--- src/rtl/cube_frame_packer_pkg.sv ---
// Shared types, cube geometry and slot mapping for the cube frame packer.
package cube_pkg;

  typedef logic [0:3] nib_t;

  localparam int I_LO  = 3;
  localparam int I_HI  = 4;
  localparam int J_LO  = 2;
  localparam int J_HI  = 4;
  localparam int NSLOT = 6;

  typedef logic [2:0] slot_t;

  typedef enum logic [1:0] {IDLE, FILL, DRAIN, HOLD} state_t;

  typedef struct packed {
    int i;
    int j;
  } ij_t;

  // Slots fill the cube row by row, three columns per row.
  function automatic ij_t slot_to_ij(input int k);
    ij_t r;
    r.i = I_LO + k / (J_HI - J_LO + 1);
    r.j = J_LO + k % (J_HI - J_LO + 1);
    return r;
  endfunction

endpackage

--- src/rtl/cube_frame_packer_if.sv ---
// Beat input stream and cube output stream of the cube frame packer.
interface cube_frame_packer_if;
  import cube_pkg::*;

  logic in_valid;
  logic in_ready;
  nib_t in_data;
  logic in_last;

  logic out_valid;
  logic out_ready;
  logic cube [I_LO:I_HI][J_LO:J_HI][0:3];
  int   frame_cnt;

  logic err_short;
  logic err_long;

  modport master (
    output in_valid, in_data, in_last, out_ready,
    input  in_ready, out_valid, cube, frame_cnt, err_short, err_long
  );

  modport slave (
    input  in_valid, in_data, in_last, out_ready,
    output in_ready, out_valid, cube, frame_cnt, err_short, err_long
  );

endinterface

--- src/rtl/cube_frame_packer_slot_decoder.sv ---
// Turns the current fill slot into a one-hot write enable and a mask of the
// slots after it (the ones a short frame pads).
module cube_slot_decoder
  import cube_pkg::*;
(
  input  slot_t             slot,
  output logic [NSLOT-1:0]  hit,
  output logic [NSLOT-1:0]  above
);

  always_comb begin
    hit   = '0;
    above = '0;
    for (int k = 0; k < NSLOT; k++) begin
      hit[k]   = (slot == slot_t'(k));
      above[k] = (slot_t'(k) > slot);
    end
  end

endmodule

--- src/rtl/cube_frame_packer.sv ---
// Collects six 4-bit beats per frame into the 2x3 cube, flags short and long
// frames, and holds one finished frame until the consumer takes it.
module cube_frame_packer
  import cube_pkg::*;
#(
  parameter nib_t PAD_NIB    = 4'b0000,
  parameter bit   DROP_SHORT = 1'b0
) (
  input logic                clk,
  input logic                rst,
  cube_frame_packer_if.slave bus
);

  state_t           state;
  slot_t            slot;
  nib_t             slot_q [NSLOT];
  logic             out_valid_q;
  logic             err_short_q;
  logic             err_long_q;
  int               frame_cnt_q;
  logic             in_ready;
  logic             accept;
  logic             last_slot;
  logic [NSLOT-1:0] slot_hit;
  logic [NSLOT-1:0] slot_above;

  cube_slot_decoder u_dec (
    .slot  (slot),
    .hit   (slot_hit),
    .above (slot_above)
  );

  assign in_ready  = (state != HOLD) && !rst;
  assign accept    = bus.in_valid && in_ready;
  assign last_slot = (slot == slot_t'(NSLOT - 1));

  always_ff @(posedge clk or posedge rst) begin
    if (rst) begin
      state       <= IDLE;
      slot        <= '0;
      out_valid_q <= 1'b0;
      err_short_q <= 1'b0;
      err_long_q  <= 1'b0;
      frame_cnt_q <= 0;
      for (int k = 0; k < NSLOT; k++) begin
        slot_q[k] <= '0;
      end
    end else begin
      err_short_q <= 1'b0;
      err_long_q  <= 1'b0;
      case (state)
        IDLE, FILL: begin
          if (accept) begin
            // A short frame pads every slot after the one just written.
            for (int k = 0; k < NSLOT; k++) begin
              if (slot_hit[k]) begin
                slot_q[k] <= bus.in_data;
              end else if (bus.in_last && !DROP_SHORT && slot_above[k]) begin
                slot_q[k] <= PAD_NIB;
              end
            end
            if (bus.in_last) begin
              slot <= '0;
              if (last_slot) begin
                state       <= HOLD;
                out_valid_q <= 1'b1;
              end else begin
                err_short_q <= 1'b1;
                if (DROP_SHORT) begin
                  state <= IDLE;
                end else begin
                  state       <= HOLD;
                  out_valid_q <= 1'b1;
                end
              end
            end else if (last_slot) begin
              slot       <= '0;
              state      <= DRAIN;
              err_long_q <= 1'b1;
            end else begin
              slot  <= slot + 3'd1;
              state <= FILL;
            end
          end
        end
        DRAIN: begin
          if (accept && bus.in_last) begin
            state       <= HOLD;
            out_valid_q <= 1'b1;
          end
        end
        HOLD: begin
          if (bus.out_ready) begin
            out_valid_q <= 1'b0;
            frame_cnt_q <= frame_cnt_q + 1;
            state       <= IDLE;
          end
        end
        default: state <= IDLE;
      endcase
    end
  end

  assign bus.in_ready  = in_ready;
  assign bus.out_valid = out_valid_q;
  assign bus.frame_cnt = frame_cnt_q;
  assign bus.err_short = err_short_q;
  assign bus.err_long  = err_long_q;

  for (genvar k = 0; k < NSLOT; k++) begin : g_map
    localparam ij_t IJ = slot_to_ij(k);
    for (genvar b = 0; b < 4; b++) begin : g_bit
      assign bus.cube[IJ.i][IJ.j][b] = slot_q[k][b];
    end
  end

endmodule

--- src/flat_wrapper.sv ---
// flat-port wrapper written by rule: the top's interface ports become plain ports
module cube_frame_packer_flat import cube_pkg::*;
#(
  parameter nib_t PAD_NIB    = 4'b0000,
  parameter bit   DROP_SHORT = 1'b0
)
  (clk, rst, bus_in_valid, bus_in_data, bus_in_last, bus_out_ready, bus_in_ready, bus_out_valid, bus_cube, bus_frame_cnt, bus_err_short, bus_err_long);
  cube_frame_packer_if bus_i ();
  input logic clk;
  input logic rst;
  input wire logic [$bits(bus_i.in_valid)-1:0] bus_in_valid;
  input wire logic [$bits(bus_i.in_data)-1:0] bus_in_data;
  input wire logic [$bits(bus_i.in_last)-1:0] bus_in_last;
  input wire logic [$bits(bus_i.out_ready)-1:0] bus_out_ready;
  output wire logic [$bits(bus_i.in_ready)-1:0] bus_in_ready;
  output wire logic [$bits(bus_i.out_valid)-1:0] bus_out_valid;
  output wire logic [$bits(bus_i.cube)-1:0] bus_cube;
  output wire logic [$bits(bus_i.frame_cnt)-1:0] bus_frame_cnt;
  output wire logic [$bits(bus_i.err_short)-1:0] bus_err_short;
  output wire logic [$bits(bus_i.err_long)-1:0] bus_err_long;
  assign bus_i.in_valid = bus_in_valid;
  assign bus_i.in_data = bus_in_data;
  assign bus_i.in_last = bus_in_last;
  assign bus_i.out_ready = bus_out_ready;
  assign bus_in_ready = bus_i.in_ready;
  assign bus_out_valid = bus_i.out_valid;
  assign bus_cube = {>>{bus_i.cube}};
  assign bus_frame_cnt = bus_i.frame_cnt;
  assign bus_err_short = bus_i.err_short;
  assign bus_err_long = bus_i.err_long;
  cube_frame_packer #(.PAD_NIB(PAD_NIB), .DROP_SHORT(DROP_SHORT)) u_core (.clk(clk), .rst(rst), .bus(bus_i));
endmodule
--- config.mk ---
export PLATFORM = sky130hd
export DESIGN_NAME = cube_frame_packer_flat
export DESIGN_NICKNAME = d
export VERILOG_FILES = /design/src/rtl/cube_frame_packer_pkg.sv /design/src/rtl/cube_frame_packer_if.sv /design/src/rtl/cube_frame_packer_slot_decoder.sv /design/src/rtl/cube_frame_packer.sv /design/src/flat_wrapper.sv
export SDC_FILE = /design/constraint.sdc
export NUM_CORES = 1
export LEC_CHECK = 0
export BUFFER_PORTS_ARGS = -buffer_cell sky130_fd_sc_hd__buf_2
export CAP_MARGIN = 20
export CORE_UTILIZATION = 30
export DETAILED_ROUTE_END_ITERATION = 7
export GPL_TIMING_DRIVEN = 0
export PLACE_DENSITY_LB_ADDON = 0.05
export SETUP_SLACK_MARGIN = 0.05
export SLEW_MARGIN = 0
export SYNTH_ARGS = -nofsm -noshare
export SYNTH_HDL_FRONTEND = slang
export SYNTH_SLANG_ARGS = --single-unit
export TNS_END_PERCENT = 100
--- constraint.sdc ---
create_clock -name clk -period 5.74 [get_ports clk]
set_input_delay 0.861 -clock clk [delete_from_list [all_inputs] [get_ports clk]]
set_output_delay 0.861 -clock clk [all_outputs]
set_load 0.02 [all_outputs]
# After elaboration in Yosys (flattened, before gate mapping)
# Index checks and enable logic that the tools add are counted.
[totals]
ff_bits = 64
output_inout_bits = 60
input_bits = 9
elab_cells = 95
[op_classes]
n_lt_le_gt_ge = 6
mux = 33
add_sub_neg = 2
reduce_logical = 29
n_eq_ne = 13
[op_table]
columns = ["cell", "n"]
rows = [
  ["$mux W4", 12],
  ["$add A32 B2 Y32 const B", 1],
  ["$reduce_and A3 Y1", 7],
  ["$mux W1", 12],
  ["$reduce_bool A2 Y1", 6],
  ["$mux W2", 5],
  ["$logic_and A1 B1 Y1", 9],
  ["$eq A3 B2 Y1 const B", 2],
  ["$eq A3 B3 Y1 const B", 2],
  ["$gt A1 B3 Y1 const A", 2],
  ["$gt A2 B3 Y1 const A", 2],
  ["$gt A3 B3 Y1 const A", 2],
  ["$mux W3", 2],
  ["$ne A2 B2 Y1 const B", 3],
  ["$pmux W2 S3", 1],
  ["$eq A2 B2 Y1 const B", 2],
  ["$ne A2 B1 Y1 const B", 2],
  ["$reduce_and A2 Y1", 2],
  ["$reduce_and A4 Y1", 1],
  ["$add A3 B1 Y3 const B", 1],
  ["$eq A3 B1 Y1 const B", 1],
  ["$logic_not A3 Y1", 1],
  ["$pmux W1 S3", 1],
  ["$eq A2 B1 Y1 const B", 1],
  ["3 further kinds", 3],
]

# Depth between registers and ports, before layout
[logic_depth]
ltp_word = 6
ltp_mapped = 5
ltp_nobuf = 5

# By module
# A second synthesis with hierarchy kept.
[unflattened]
hier_cells = 249
hier_area_um2 = 2940.3
[by_module_without_submodules]
columns = ["mod", "cells_each", "seq_area_each_um2", "n_inst", "area_per_inst_um2"]
rows = [
  ["cube_frame_packer", 233, 1601.5, 1, 2816.5],
  ["cube_slot_decoder", 16, 0.0, 1, 123.9],
]

# Worst setup path after synthesis
# No wires, ideal clock.
[synth_timing]
kind = "input port to output port"
startpoint = "in rst"
endpoint = "out bus_in_ready"
required_ps = 4879
path_buffers = 0
t_arrival_ps = 1201
setup_slack_ps = 3678
stages = 1
cell_sequence = "a21oi_1"
[synth_via]
elab_chain_len = 2
[synth_lines]
columns = ["item", "line_no", "rtl"]
rows = [
  ["start, declared", "flat_wrapper.sv:10", "input logic rst;"],
  ["$logic_not A1 Y1", "cube_frame_packer.sv:33", "assign in_ready = (state != HOLD) && !rst;"],
  ["$logic_and A1 B1 Y1", "cube_frame_packer.sv:33", ""],
  ["end, declared", "flat_wrapper.sv:15", "output wire logic [$bits(bus_i.in_ready)-1:0] bus_in_ready;"],
]
# Every way passes these cells.

# Worst setup path after layout
[layout_timing]
startpoint = "in rst"
endpoint = "reg u_core.slot_q (netlist bit u_core.bus.cube[2])"
[layout_via]
elab_chain_len = 4
[layout_lines]
columns = ["item", "line_no", "rtl"]
rows = [
  ["$logic_not A1 Y1", "cube_frame_packer.sv:33", ""],
  ["$logic_and A1 B1 Y1", "cube_frame_packer.sv:33", ""],
  ["$logic_and A1 B1 Y1", "cube_frame_packer.sv:34", "assign accept = bus.in_valid && in_ready;"],
  ["$reduce_and A3 Y1 (no source line)", "n/a", ""],
  ["end signal, assigned by index", "cube_frame_packer.sv:57", "slot_q[k] <= bus.in_data;"],
  ["end, declared", "cube_frame_packer.sv:16", "nib_t slot_q [NSLOT];"],
]
# Every way passes these cells.
# A chain may end at the register's enable or synchronous reset.

==> reports/results.ini <==
[yosys]
ys_seq_area_frac = 0.5520
postSynthAreaPerCell_um2 = 11.33
ys_ff_latch = 64
ys.flop_type = dfrtp_1
netlist_area_um2 = 2902
yosys.cell_types.count = 40
synth-edff-count = 0
synth.area.top_cells = dfrtp_1 55%, xor2_1 6.0%, a22o_1 4.8%
synthTopCellsByCount = 64 x dfrtp_1, 20 x xor2_1, 19 x nand2_1, 16 x a22o_1
synthArstFlopShare = 1.000
synth.most_common_cell = dfrtp_1
synth_warnings = 0
synth_top_area_share = 0.5520
synth_area_leader_cell = dfrtp_1
postSynthCellCount = 256
synth_nets = 269

[power_and_ir_drop]
leakagePower_nw = 1.804
power_switching_share = 0.3797
pwr-share-seq = 0.442
combPwrFrac = 0.312
irDropWorstVdd_v = 0.0001992
power.density_nw_per_um2 = 414.0
p_int_mw = 0.9210
clock_power_share = 0.245
power.switching_mw = 0.5638

[placement]
gp_congestion = 0.7409
dp.final_hpwl_um = 4722
numPortBuffers = 68
dp_cells = 453
post-place-ws_ns = 3.207

[detailed_routing]
dr.max_layer_used = met4
vias = 2182
drt-met1-wl_um = 3551
wl_um = 6975
drt_pre_antenna_iters = 4
postRouteAntennaNets = 0
viasPerCell = 4.672
route.detailed.drc = 0
wl_met3_um = 391
drtIter0Drc = 43
wl_per_cell_um = 14.94
wl_met2_um = 2925

[worst_setup_path]
cp_slowest_cell = a211oi_2
r2r_setup_slack_ns = 3.75
critPathMaxFanout = 10
end_kind = flop
critPathKind = input port to flop
start_kind = input port
cp.required_ns = 6.00
slowest_delay_ns = 0.51
worstPathArrival_ns = 2.41
crit_chain = buf_2, or3b_1, clkbuf_1, a211oi_2, nand3_1, o21ai_0

[floorplan]
num_io_pins = 69
die-width_um = 100.3
rows = 35
core-area_um2 = 9284
start_util = 0.3125
dieArea_um2 = 10070
dieHeight_um = 100.3

[cts]
ctsResizeCount = 0
cts-root-buf = clkbuf_8
holdBufCountCts = 0
cts.sinks = 64
cts_buffer_depth = 2
cts_tree = built
clk_pin_slew_ns = 0.07
h-tree-depth = 3
cts_buffers = 9
cts_setup_buffers = 0
clk_latency_ns = 0.34

[global_route]
grt_max_degree = 65
antenna_found_initial = 0
gr-total-overflow = 0
grt_pass1_vias = 2178
grt_use_total = 0.1499
grt_pass1_wl_um = 11460

[sta]
skew_ns = 0.005906
tightest_slew_ns = 0.8102
fin_tns_setup_ns = 0
rsz0062_at_grt = no
finalHoldViolCount = 0
period_share = 0.3735
timing.fmax_ghz = 0.4665
slew_headroom = 0.4599
setup_ws_ns = 3.596
fin_crit_ns = 2.144
setup_violations = 0
slew_viol_final = 0

[cells_and_area]
utilization = 0.3863
syn2layout_area_growth_pct = 23.59
layout-drive-gt1-share = 0.2988
instances_no_fill = 467
antenna_cells = 0
nets = 348

[run]
maxCapViolCount = 0

[min_path]
hold_path.class = flop to flop

[status]
status = complete, no violations

## power by group through the flow
stage | logic (mW) | clock network [mW] | registers [mW]
after floorplan | 0.198 | 0 | 0.764
after global placement | 0.466 | 0 | 0.665
after detailed placement | 0.469 | 0 | 0.664
after CTS | 0.469 | 0.378 | 0.657
after global routing | 0.510 | 0.391 | 0.676
final | 0.464 | 0.364 | 0.657
## path summary, 6_finish.rpt
path                                                      startpoint                              endpoint  cells after the start
worst min-delay path            u_core.bus.frame_cnt[31]$_DFFE_PP0P_  u_core.bus.frame_cnt[31]$_DFFE_PP0P_                      1
min in group asynchronous                                        rst   u_core.bus.frame_cnt[2]$_DFFE_PP0P_                      2
worst max-delay path                                             rst        u_core.bus.cube[2]$_DFFE_PP0P_                      6
max in group asynchronous                                        rst            u_core.slot[0]$_DFFE_PP0P_                      2
worst min register to register  u_core.bus.frame_cnt[31]$_DFFE_PP0P_  u_core.bus.frame_cnt[31]$_DFFE_PP0P_                      1
worst max register to register           u_core.state[1]$_DFFE_PP0P_        u_core.bus.cube[2]$_DFFE_PP0P_                      5
## cell type report
class	instances	area, µm²
Fill cell	969	5698
Sequential cell	64	1602
Multi-Input combinational cell	174	1225
Timing Repair Buffer	68	340.3
Clock buffer	12	165.2
Tap cell	129	161.4
Inverter	12	47.55
Buffer	6	30.03
Clock inverter	2	15.01
## per-stage QoR
stage	power (mW)	area, µm²	hold WS [ns]
3_5_place_dp	1.133	3406	0.4677
4_1_cts	1.504	3586	0.4793
3_3_place_gp	1.130	3403	0.4588
2_1_floorplan	0.9618	2902	0.5618
5_1_grt	1.577	3586	0.5135
6_report	1.485	3586	0.4734
## registers in the layout (all words and copies together), names as in the netlist
register and cells:
u_core.bus.cube 24, u_core.bus.err_long 1, u_core.bus.err_short 1, u_core.bus.frame_cnt 32, u_core.bus.out_valid 1, u_core.slot 3, u_core.state 2
## layer usage
metal,global-route usage,up-vias
met5,0,-
met4,0.05686,0
li1,-,1068
met3,0.04596,10
met2,0.2165,55
met1,0.2098,1049
## worst max-delay path: cells and delay by family
kind,cells,cell delay [ns]
AND/OR/NAND/NOR,2,0.53
AO/OA/AOI/OAI,2,0.60
buffers and inverters,2,0.41
## placed cells by master (no fill, tap or decap), types with 7 or more instances in the layout
cell      synthesis  layout
a22o_1           16      16
buf_2             0      68
clkbuf_8          0      12
dfrtp_1          64      64
inv_1            12      11
nand2_1          19      19
nand3_1           9       9
nand4_1          12      12
nor2_1           11      11
nor3_1            8       8
nor3_2            7       7
o21ai_0          10      10
xnor2_1          11      11
xor2_1           20      20
## cells by family after synthesis
group	count (synthesis)	share of synthesized area
and+or+nand+nor	98	0.2104
xor gates and xnor gates	31	0.09357
AOI/OAI and AO/OA	39	0.09315
adders and majority gates	4	0.01725
DFF	64	0.5520
muxes	2	0.007761
buffers and inverters	18	0.02587
Note: power is estimated with default switching activity, not from simulation.
